--- config.mk ---
export PLATFORM = sky130hd
export DESIGN_NAME = sar_search_flat
export DESIGN_NICKNAME = d
export VERILOG_FILES = /design/src/rtl/sar_search_if.sv /design/src/rtl/sar_search.sv /design/src/flat_wrapper.sv
export SDC_FILE = /design/constraint.sdc
export NUM_CORES = 1
export LEC_CHECK = 0
export ABC_AREA = 1
export BUFFER_PORTS_ARGS = -buffer_cell sky130_fd_sc_hd__clkbuf_2
export CORE_AREA = 2 2 53 105
export DETAILED_ROUTE_END_ITERATION = 10
export DIE_AREA = 0 0 55 107
export PLACE_DENSITY_LB_ADDON = 0.1
export SYNTH_ARGS = -nofsm -noshare
export SYNTH_HDL_FRONTEND = slang
export SYNTH_SLANG_ARGS = --single-unit
--- constraint.sdc ---
create_clock -name clk -period 6.3 [get_ports clk]
set_input_delay 0.315 -clock clk [delete_from_list [all_inputs] [get_ports clk]]
set_output_delay 0.315 -clock clk [all_outputs]
set_load 0.005 [all_outputs]
--- src/rtl/sar_search_if.sv ---
// sar_search_if: bundle between the successive-approximation search controller
// and its environment (start request, comparator flags, search status/result).
//   start          : request a new search
//   g / e / l      : comparator relation flags (target >, ==, < probe)
//   probe          : candidate value presented to the comparator
//   busy / done    : search in progress / one-cycle termination pulse
//   found / result : hit indication and final probe of the last search
//   err            : last search aborted on invalid flags
// master = controller side, slave = environment/comparator side.
interface sar_search_if #(
  parameter int WIDTH = 8
);
  logic             start;
  logic             g;
  logic             e;
  logic             l;
  logic [WIDTH-1:0] probe;
  logic             busy;
  logic             done;
  logic             found;
  logic [WIDTH-1:0] result;
  logic             err;

  modport master (
    input  start, g, e, l,
    output probe, busy, done, found, result, err
  );

  modport slave (
    output start, g, e, l,
    input  probe, busy, done, found, result, err
  );
endinterface

--- src/rtl/sar_search.sv ---
// sar_search: successive-approximation search controller. Drives a candidate
// value to an external magnitude comparator, reads back its g/e/l flags and
// narrows a [lo, hi] window each cycle until the comparand is hit or the
// window is proven empty.
//
// Ports:
//   clk  : clock, all state changes on the rising edge
//   rst  : synchronous, active-high reset
//   bus  : sar_search_if.master (start, g/e/l in; probe, busy, done, found,
//          result, err out)
//
// Optional feature macro: SAR_SEARCH_ERRCHK_EN
//   defined     : non-one-hot comparator flags abort the search with err=1
//   not defined : flags resolved by priority e > g > l (none set acts as l),
//                 err tied to 0
//
// state | meaning
// IDLE  | waiting for start; outputs of the last search held
// PROBE | probe valid, sampling comparator flags every cycle
module sar_search #(
  parameter int WIDTH = 8
) (
  input  logic         clk,
  input  logic         rst,
  sar_search_if.master bus
);

  typedef enum logic {
    IDLE  = 1'b0,
    PROBE = 1'b1
  } state_t;

  localparam logic [WIDTH-1:0] RANGE_MAX   = {WIDTH{1'b1}};
  localparam logic [WIDTH-1:0] FIRST_PROBE = {1'b0, {(WIDTH-1){1'b1}}};

  state_t           state_q, state_d;
  logic [WIDTH-1:0] lo_q, lo_d;
  logic [WIDTH-1:0] hi_q, hi_d;
  logic [WIDTH-1:0] probe_q, probe_d;
  logic             done_q, done_d;
  logic             found_q, found_d;
  logic [WIDTH-1:0] result_q, result_d;
`ifdef SAR_SEARCH_ERRCHK_EN
  logic             err_q, err_d;
`endif

  // Resolved comparator relation for the current probe.
  logic flag_hit;
  logic flag_up;
  logic flag_down;
  logic flag_bad;

  // Midpoint of the narrowed window, one bit wider so hi-lo never wraps.
  logic             narrow;
  logic [WIDTH:0]   mid_w;

  always_comb begin
    flag_hit  = 1'b0;
    flag_up   = 1'b0;
    flag_down = 1'b0;
    flag_bad  = 1'b0;
`ifdef SAR_SEARCH_ERRCHK_EN
    case ({bus.g, bus.e, bus.l})
      3'b100:  flag_up   = 1'b1;
      3'b010:  flag_hit  = 1'b1;
      3'b001:  flag_down = 1'b1;
      default: flag_bad  = 1'b1;
    endcase
`else
    if (bus.e) begin
      flag_hit = 1'b1;
    end else if (bus.g) begin
      flag_up = 1'b1;
    end else begin
      flag_down = 1'b1;
    end
`endif
  end

  always_comb begin
    state_d  = state_q;
    lo_d     = lo_q;
    hi_d     = hi_q;
    probe_d  = probe_q;
    done_d   = 1'b0;
    found_d  = found_q;
    result_d = result_q;
`ifdef SAR_SEARCH_ERRCHK_EN
    err_d    = err_q;
`endif
    narrow   = 1'b0;
    mid_w    = '0;

    case (state_q)
      IDLE: begin
        if (bus.start) begin
          lo_d    = '0;
          hi_d    = RANGE_MAX;
          probe_d = FIRST_PROBE;
          found_d = 1'b0;
`ifdef SAR_SEARCH_ERRCHK_EN
          err_d   = 1'b0;
`endif
          state_d = PROBE;
        end
      end

      PROBE: begin
        if (flag_bad) begin
`ifdef SAR_SEARCH_ERRCHK_EN
          err_d    = 1'b1;
`endif
          found_d  = 1'b0;
          result_d = probe_q;
          done_d   = 1'b1;
          state_d  = IDLE;
        end else if (flag_hit) begin
          found_d  = 1'b1;
          result_d = probe_q;
          done_d   = 1'b1;
          state_d  = IDLE;
        end else if ((flag_up && probe_q == hi_q) || (flag_down && probe_q == lo_q)) begin
          // Window exhausted; also keeps lo from overflowing and hi from underflowing.
          found_d  = 1'b0;
          result_d = probe_q;
          done_d   = 1'b1;
          state_d  = IDLE;
        end else if (flag_up) begin
          lo_d   = probe_q + 1'b1;
          narrow = 1'b1;
        end else begin
          hi_d   = probe_q - 1'b1;
          narrow = 1'b1;
        end

        if (narrow) begin
          mid_w   = {1'b0, lo_d} + (({1'b0, hi_d} - {1'b0, lo_d}) >> 1);
          probe_d = mid_w[WIDTH-1:0];
        end
      end

      default: state_d = IDLE;
    endcase
  end

  always_ff @(posedge clk) begin
    if (rst) begin
      state_q  <= IDLE;
      lo_q     <= '0;
      hi_q     <= '0;
      probe_q  <= '0;
      done_q   <= 1'b0;
      found_q  <= 1'b0;
      result_q <= '0;
`ifdef SAR_SEARCH_ERRCHK_EN
      err_q    <= 1'b0;
`endif
    end else begin
      state_q  <= state_d;
      lo_q     <= lo_d;
      hi_q     <= hi_d;
      probe_q  <= probe_d;
      done_q   <= done_d;
      found_q  <= found_d;
      result_q <= result_d;
`ifdef SAR_SEARCH_ERRCHK_EN
      err_q    <= err_d;
`endif
    end
  end

  assign bus.probe  = probe_q;
  assign bus.busy   = (state_q == PROBE);
  assign bus.done   = done_q;
  assign bus.found  = found_q;
  assign bus.result = result_q;
`ifdef SAR_SEARCH_ERRCHK_EN
  assign bus.err    = err_q;
`else
  assign bus.err    = 1'b0;
`endif

endmodule
--- src/flat_wrapper.sv ---
// flat-port wrapper written by rule: the top's interface ports become plain ports
module sar_search_flat 
#(
  parameter int WIDTH = 8
)
  (clk, rst, bus_start, bus_g, bus_e, bus_l, bus_probe, bus_busy, bus_done, bus_found, bus_result, bus_err);
  sar_search_if #(.WIDTH(WIDTH)) bus_i ();
  input  logic clk;
  input  logic rst;
  input wire logic [$bits(bus_i.start)-1:0] bus_start;
  input wire logic [$bits(bus_i.g)-1:0] bus_g;
  input wire logic [$bits(bus_i.e)-1:0] bus_e;
  input wire logic [$bits(bus_i.l)-1:0] bus_l;
  output wire logic [$bits(bus_i.probe)-1:0] bus_probe;
  output wire logic [$bits(bus_i.busy)-1:0] bus_busy;
  output wire logic [$bits(bus_i.done)-1:0] bus_done;
  output wire logic [$bits(bus_i.found)-1:0] bus_found;
  output wire logic [$bits(bus_i.result)-1:0] bus_result;
  output wire logic [$bits(bus_i.err)-1:0] bus_err;
  assign bus_i.start = bus_start;
  assign bus_i.g = bus_g;
  assign bus_i.e = bus_e;
  assign bus_i.l = bus_l;
  assign bus_probe = bus_i.probe;
  assign bus_busy = bus_i.busy;
  assign bus_done = bus_i.done;
  assign bus_found = bus_i.found;
  assign bus_result = bus_i.result;
  assign bus_err = bus_i.err;
  sar_search #(.WIDTH(WIDTH)) u_core (.clk(clk), .rst(rst), .bus(bus_i));
endmodule
==> results of run 1 <==
[flip-flops by register name, summed over array words and instances, names as in the netlist]
signal / count
u_core.hi_q: 8
u_core.bus.probe: 8
u_core.bus.done: 1
u_core.bus.result: 8
u_core.bus.busy: 1
u_core.lo_q: 8
u_core.bus.found: 1
[cells by family after synthesis]
kind of cell / Yosys count
and+or+nand+nor: 186
other: 1
adders and majority gates: 16
DFF: 35
buffers and inverters: 79
muxes: 3
xor gates and xnor gates: 21
AOI/OAI and AO/OA: 73
[worst max-delay path, cell delays in order (launching register included)]
cell and delay [ns]:
dfxtp_1 0.52, inv_2 0.13, nand2_1 0.08, o21ai_1 0.05, nor3_1 0.24, nand2_1 0.16, nand3_2 0.15, inv_2 0.07
nand2_1 0.33, o21ai_0 0.22, ha_1 0.42, inv_1 0.09, nor2_1 0.16, nor2_1 0.06, nand2_1 0.14, a21oi_1 0.10
xnor2_1 0.13, ha_1 0.35, a21oi_1 0.29, nor2_1 0.07, a211oi_1 0.29, nand2_1 0.09, nand2_1 0.06, nand3_1 0.07
a21oi_2 0.14
[layout by cell type, fill, tap and decap left out, drive strengths merged, types with 2 or more instances in the layout]
master  count
a21oi      29
nor3        6
nor2       24
dfxtp      35
mux2i       3
a21o        2
ha         16
a31oi       2
nand2     122
o21ai      28
o221ai      6
clkbuf     31
a221oi      2
inv        66
nand3      27
xor2       16
a211oi      3
nand4       4
xnor2       5
[layout make-up]
class | count | area [µm²]
well taps | 58 | 72.6
multi-input cells | 300 | 1700
inverters | 66 | 250
repair buffers | 24 | 123
fillers | 511 | 2150
flip-flops and latches | 35 | 701
clock buffers | 8 | 100
[per-layer routing]
layer,GRT usage (%),up-vias
met5,0,-
met4,13.2,0
met3,4.04,18
met2,48.1,53
met1,28.9,1199
li1,-,1366
[power by group]
part	total, mW	internal, mW	leakage [nW]	switching [mW]
combinational	0.392	0.146	1.20	0.246
sequential	0.270	0.240	0.289	0.0296
clock	0.187	0.0998	0.0515	0.0867
[metrics by stage]
step           area, µm²  instances  worst slack [ns]  utilization, %
6_report            2940        491              1.81            57.8
5_1_grt             2940        491              1.36            57.8
4_1_cts             2940        491              1.83            57.8
3_5_place_dp        2840        483              1.86            55.8
3_3_place_gp        2840        483              1.92            55.8
2_1_floorplan       2720        414              2.64               -
[path summary, 6_finish.rpt]
path                               to  slack [ns]  cells after the start
hold reg to reg        u_core.lo_q[0]        0.48                      2
setup reg to reg  u_core.bus.probe[7]        1.81                     24
setup / recovery  u_core.bus.probe[7]        1.81                     24
hold / removal       u_core.bus.found        0.26                      3
[Yosys cell counts, types with 3 or more instances]
cell      count
inv_1        54
o21ai_0      25
o221ai_1      6
buf_4         5
ha_1         16
a21oi_1      28
nor3_1        5
nand3_2       3
xor2_1       16
nor2_1       23
dfxtp_1      35
nand2_4       4
nand2_1     112
nand2_2       6
o21ai_1       3
xnor2_1       5
clkbuf_1      6
nand4_1       4
a211oi_1      3
nand3_1      23
inv_2        11
==> results.md, run 1 <==
- Hold WS: 0.260 ns
- WP data arrival: 4.72 ns
- Hpwl dp: 5620 µm
- Pins Over Slew Limit: 0
- Routed Antenna Nets: 0
- Fin crit period: 4.49 ns
- Placer Congestion: 0.882
- Synth Area in XOR/XNOR: 6.75%
- CTS tree: done
- Worst setup SP type: flip-flop
- Root Buffer Master: clkbuf_8
- YS warnings: 0
- Pre-Repair DR Iteration Count: 4
- Seq/Total Area, Yosys: 25.7%
- Final setup violation count: 0
- Cell taking the most area after synthesis: dfxtp_1
- Tightest Pin Transition: 0.702 ns
- Antenna cell count: 0
- Post-synth EDFFs: 0
- Die Height: 107 µm
- Fmax: 223 MHz
- WP data required: 6.54 ns
- Starting DRT DRC Count: 90
- Top-area cell type share of the netlist area: 25.7%
- Max Clock Skew: 0.00553 ns
- Mean Syn Cell Area: 6.58 µm²
- Largest net degree at the start of global routing: 23
- CTS sink cnt: 35
- Routed length on met3: 203 µm
- Initial antenna violation count: 0
- Max-cap violations: 0
- Via-per-instance ratio: 5.37
- Drt total wl: 7150 µm
- Final net count: 454
- Area growth syn-to-layout: 8.08%
- Setup TNS: 0 ns
- Vias: 2,636
- Critical R2R Launch: u_core.bus.probe[5]
- Post-Synthesis Cells: 414
- Clock Tree Buf Depth: 2
- Number of port buffers: 23
- Die area: 0.00589 mm²
- Worst vdd ir: 0.000259 V
- Vias in the first global route: 2,422
- Period Utilization, post-route: 71.2%
- Mux contribution to synthesized area: 1.56%
- Total power: 0.848 mW
- Worst hold path type: in -> reg
- WL/cell: 14.6 µm
- RSZ-0062 raised after global routing: false
- Rows: 37
- Synth Register Bits: 35
- Main synth FF type: dfxtp_1
- Leakage: 1.54 nW
- Rel. slew slack: 53.1%
- Post-CTS setup buffers: 0
- Synth Cell Area: 0.00272 mm²
- Main combinational cell family by area after synthesis: simple AND/OR/NAND/NOR gates
- Share of cells above drive strength 1: 14.3%
- Outcome: completed
- Starting Density: 53.5%
- Crit-path max FO: 13
- Post-cts repair resize count: 0
- Hold path startpoint: bus_e
- Critical path startpoint: u_core.bus.probe[5]
- Routed wl met2: 3820 µm
- Synth top area cells: dfxtp_1 26%, nand2_1 15%, inv_1 7.4%, ha_1 7.3%, a21oi_1 5.1%
- WS Path Type: reg -> reg
- Unique masters post-synth: 38
- Clk_lat worst skew: 0.30 ns
- Cell Pwr Density: 288 mW/mm²
- Met1 wire length: 2830 µm
- Simple-gate share of the synthesized area: 31.2%
- Die Width: 55 µm
- # DRC: 0
- Asr flop ratio synth: 0%
- Io pins: 26
- Setup crit end kind: flip-flop
- DR top layer: met4
- First-pass GRT wire length: 11,400 µm
- H-tree levels: 2
- Compound-gate portion of the synthesized area: 15.3%
- Clk pin slew, worst setup/hold paths: 0.07 ns
- Hold_buf cts: 0
- Overall Global Routing Usage: 27.1%
- Syn Nets: 436
- Adder-Cell Fraction of Synth Area: 7.35%
- Fin. Hold Viols: 0
- Congestion Overflow GR: 0
- Core Box Area: 0.00509 mm²
- Total CTS buffers: 5
No activity file was read; power rests on OpenSTA's default activity.
==> inputs of run 2 (changes only) <==
Clock period 6.3 ns to 4.63 ns, I/O delays scaled along.
==> results.md, run 2 (synthesized netlist as in run 1, its figures left out) <==
- Worst r2r path cells: 24
- Fmax: 236 MHz
- Core Box Area: 0.00509 mm²
- Leakage: 1.55 nW
- Via-per-instance ratio: 5.35
- Total CTS buffers: 5
- Pre-Repair DR Iteration Count: 7
- Tightest Pin Transition: 0.731 ns
- Antenna cell count: 0
- H-tree levels: 2
- Die Height: 107 µm
- Worst Setup EP: u_core.bus.probe[7]
- Post-CTS setup buffers: 0
- Final setup violation count: 0
- Cell Pwr Density: 389 mW/mm²
- Met1 wire length: 2790 µm
- Max Clock Skew: 0.00713 ns
- CTS tree: done
- R2r endpoint: u_core.bus.probe[7]
- WP data arrival: 4.47 ns
- Share of cells above drive strength 1: 15.9%
- Fin. Hold Viols: 0
- Drt total wl: 7160 µm
- Internal reg-to-reg setup slack: 0.39 ns
- Fin crit period: 4.24 ns
- Outcome: complete, but fails checks
- Routed Antenna Nets: 0
- Setup TNS: 0 ns
- Starting Density: 53.5%
- Crit-path max FO: 7
- CTS sink cnt: 35
- Final net count: 456
- Placer Congestion: 0.884
- Total power: 1.16 mW
- Failing checks: design-rule violations
- Congestion Overflow GR: 0
- Routed length on met3: 128 µm
- Worst vdd ir: 0.000258 V
- Root Buffer Master: clkbuf_8
- Commonest non-fill, non-tap cell in the layout: nand2_1
- Critical path startpoint: u_core.bus.probe[6]
- Rows: 37
- DR top layer: met4
- Io pins: 26
- Critical R2R Launch: u_core.bus.probe[6]
- First-pass GRT wire length: 11,700 µm
- Fill count: 517
- WS Path Type: reg -> reg
- Largest net degree at the start of global routing: 23
- Period Utilization, post-route: 91.7%
- Initial antenna violation count: 0
- # DRC: 1
- Rel. slew slack: 51.1%
- Vias in the first global route: 2,465
- Worst setup SP type: flip-flop
- Pins Over Slew Limit: 0
- Most frequent cells in the layout: 112 x nand2_1, 54 x inv_1, 32 x dfxtp_1, 27 x a21oi_1, 25 x o21ai_0
- Starting DRT DRC Count: 74
- Die Width: 55 µm
- Hpwl dp: 5710 µm
- Number of port buffers: 23
- Vias: 2,638
- RSZ-0062 raised after global routing: false
- Worst hold path type: in -> reg
- Clock Tree Buf Depth: 2
- Clk pin slew, worst setup/hold paths: 0.07 ns
- Die area: 0.00589 mm²
- Overall Global Routing Usage: 27.5%
- Max-cap violations: 0
- Area growth syn-to-layout: 9.05%
- Hold WS: 0.204 ns
- WL/cell: 14.5 µm
- Routed wl met2: 4050 µm
- Clk_lat worst skew: 0.28 ns
- Setup crit end kind: flip-flop
- WP data required: 4.85 ns
-- run 2: per-layer routing --
| metal | vias up | track usage (%) |
|---|---|---|
| li1 | 1368 | - |
| met1 | 1216 | 30.9 |
| met2 | 41 | 49.4 |
| met3 | 13 | 2.65 |
| met4 | 0 | 11.3 |
| met5 | - | 0 |
-- run 2: how the worst min path moves through the flow --
stage | start | endpoint | slack (ns) | cells after the start
final | bus_e | u_core.bus.found | 0.20 | 3
after global routing | bus_e | u_core.bus.found | 0.21 | 3
after CTS | bus_e | u_core.bus.found | 0.19 | 3
after detailed placement | u_core.bus.found | u_core.bus.found | 0.47 | 2
after global placement | u_core.bus.found | u_core.bus.found | 0.46 | 2
after floorplan | rst | u_core.lo_q[0] | 0.30 | 1
-- run 2: per-stage QoR --
stage | instances | utilization [%] | instance area, µm² | setup slack, ns
final | 493 | 58.3 | 2970 | 0.386
after global routing | 493 | 58.3 | 2970 | 0.00297
after CTS | 493 | 58.1 | 2960 | 0.287
after detailed placement | 485 | 56.1 | 2860 | 0.319
after global placement | 485 | 56.1 | 2860 | 0.432
after floorplan | 414 | - | 2720 | 0.969
-- run 2: power by group --
group	total, mW	internal [mW]	switching, mW
combinational	0.542	0.203	0.338
clock	0.247	0.136	0.111
sequential	0.367	0.328	0.0393
-- run 2: timing repair --
action                     4_1_cts  5_1_grt
hold buffers                     0        0
resized for setup                0        5
setup endpoints to repair        0        1
-- run 2: layout make-up --
cell class,instances,area (µm²),area share (%)
clock buffer,8,100,3.37
inverter,66,250,8.42
multi-input combinational,300,1710,57.4
sequential,35,704,23.7
tap,58,72.6,2.44
timing repair buffer,26,138,4.63
-- run 2: worst max-delay path, stage by stage (launching register included) --
cell,delay (ns)
dfxtp_1,0.46
inv_2,0.12
nand2_1,0.07
nand2_1,0.06
nor3_1,0.27
nand2_1,0.18
nand3_2,0.16
inv_2,0.07
nand2_1,0.20
buf_4,0.21
mux2i_2,0.27
ha_1,0.33
nand2_1,0.09
inv_1,0.05
a221oi_1,0.29
nand2_1,0.12
xor2_1,0.15
ha_1,0.31
nand2_1,0.10
nor2_1,0.05
a211oi_1,0.26
nand2_1,0.10
nand2_1,0.07
nand3_1,0.07
a21oi_2,0.14
==> inputs of run 3 (changes only) <==
Settings changed: BUFFER_PORTS_ARGS -buffer_cell sky130_fd_sc_hd__clkbuf_2 to unset, DONT_BUFFER_PORTS set to 1, SLEW_MARGIN set to 20.
==> results.md, run 3 (synthesized netlist as in run 1, its figures left out) <==
- Clk_lat worst skew: 0.29 ns
- Initial antenna violation count: 0
- Cell Count Post-Placement: 465
- Worst vdd ir: 0.000339 V
- Vias in the first global route: 2,486
- Pre-Repair DR Iteration Count: 4
- Starting Density: 53.5%
- WL/cell: 15.6 µm
- Rows: 37
- Starting DRT DRC Count: 82
- WP data arrival: 4.39 ns
- Final net count: 437
- Via-per-instance ratio: 5.41
- Area growth syn-to-layout: 6.48%
- CTS sink cnt: 35
- Most frequent CP cell: nand2_1
- Final setup violation count: 0
- Pins Over Slew Limit: 0
- Worst hold path type: in -> reg
- Period Utilization, post-route: 89.8%
- Total CTS buffers: 5
- Most frequent cells in the layout: 112 x nand2_1, 54 x inv_1, 33 x dfxtp_1, 27 x a21oi_1, 25 x o21ai_0
- Tightest Pin Transition: 0.758 ns
- Drt total wl: 7390 µm
- Fin. Hold Viols: 0
- Post-CTS setup buffers: 0
- Die area: 0.00589 mm²
- Hold WS: 0.0715 ns
- Core Box Area: 0.00509 mm²
- Leakage: 1.48 nW
- Clock Tree Buf Depth: 2
- Die Height: 107 µm
- Critical Path, Cell by Cell: inv_2, nand2_1, nand2_1, nand2_1, nor2_1, nand3_1, nand3_2, inv_2, nand2_1, buf_4, o21ai_0, ha_1, a21o_1, a221oi_1, nand2_1, xor2_1, ha_1, nand2_1, nor2_1, a211oi_1, nand2_1, nand2_1, nand3_1, a21oi_2
- Cell Pwr Density: 412 mW/mm²
- RSZ-0062 raised after global routing: false
- Routed Antenna Nets: 0
- CP delay by family, top: compound AO/OA/AOI/OAI gates
- WP data required: 4.86 ns
- Max-cap violations: 0
- Max Clock Skew: 0.00340 ns
- Outcome: completed
- Largest stage delay, worst path: 0.55 ns
- Commonest non-fill, non-tap cell in the layout: nand2_1
- Worst setup SP type: flip-flop
- # DRC: 0
- H-tree levels: 2
- Number of port buffers: 0
- WS Path Type: reg -> reg
- Clk pin slew, worst setup/hold paths: 0.08 ns
- CTS tree: done
- Share of cells above drive strength 1: 11.5%
- Rel. slew slack: 49.3%
- Antenna cell count: 0
- Critical path buffers and inverters: 3
- Crit-path max FO: 7
- Largest net degree at the start of global routing: 23
- Io pins: 26
- Root Buffer Master: clkbuf_8
- Non-Filler Instances: 474
- Fmax: 241 MHz
- Congestion Overflow GR: 0
- Setup TNS: 0 ns
- Fin crit period: 4.16 ns
- First-pass GRT wire length: 11,800 µm
- Slowest stage cell on the critical path: dfxtp_1
- Placer Congestion: 0.877
- Die Width: 55 µm
- Setup crit end kind: flip-flop
- Vias: 2,566
- Overall Global Routing Usage: 28.1%
- Hpwl dp: 5770 µm
## run 3: worst reg2reg max path: stages (launching register included)
cell and delay (ns):
dfxtp_1 0.55, inv_2 0.11, nand2_1 0.07, nand2_1 0.06
nand2_1 0.07, nor2_1 0.04, nand3_1 0.10, nand3_2 0.16
inv_2 0.11, nand2_1 0.17, buf_4 0.22, o21ai_0 0.31
ha_1 0.34, a21o_1 0.22, a221oi_1 0.24, nand2_1 0.10
xor2_1 0.15, ha_1 0.30, nand2_1 0.10, nor2_1 0.05
a211oi_1 0.24, nand2_1 0.09, nand2_1 0.06, nand3_1 0.08
a21oi_2 0.15
## run 3: final timing paths
path	startpoint	to	slack [ns]	cells past startpoint
worst max-delay path	u_core.bus.probe[2]	u_core.bus.probe[7]	0.47	24
worst min-delay path	bus_e	u_core.bus.found	0.07	2
worst max register to register	u_core.bus.probe[2]	u_core.bus.probe[7]	0.47	24
worst min register to register	u_core.lo_q[5]	u_core.lo_q[5]	0.49	2
## run 3: layer usage
metal	GRT usage [%]	vias up	part of all wire, %
met5	0	-	0
met4	8.89	0	1.4
met3	3.62	8	2.4
met2	53.7	50	58
met1	28.8	1178	38
li1	-	1330	-
## run 3: what timing repair did
item	4_1_cts	5_1_grt
gates resized for setup	0	3
hold endpoints to repair	12	0
setup endpoints to repair	0	1
hold buffers	1	0
## run 3: report_power, final
part / leakage [nW] / switching (mW) / internal [mW]
combinational: 1.13 / 0.340 / 0.196
sequential: 0.289 / 0.0373 / 0.327
clock: 0.0612 / 0.121 / 0.174
total: 1.48 / 0.498 / 0.698
## run 3: final cells by class
type | count | area [µm²]
inverter | 66 | 250
tap | 58 | 72.6
fill | 521 | 2190
timing repair buffer | 7 | 55.1
sequential | 35 | 703
clock buffer | 6 | 82.6
clock inverter | 2 | 35.0
multi-input combinational | 300 | 1700
## run 3: stage by stage
stage | power [mW] | instance area, µm² | util (%) | worst slack [ns]
finish | 1.20 | 2900 | 57.0 | 0.474
global route | 1.30 | 2900 | 57.0 | 0.0542
CTS | 1.19 | 2890 | 56.8 | 0.364
detailed placement | 0.895 | 2770 | 54.3 | 0.400
global placement | 0.885 | 2770 | 54.3 | 0.411
floorplan | 0.785 | 2720 | - | 0.969
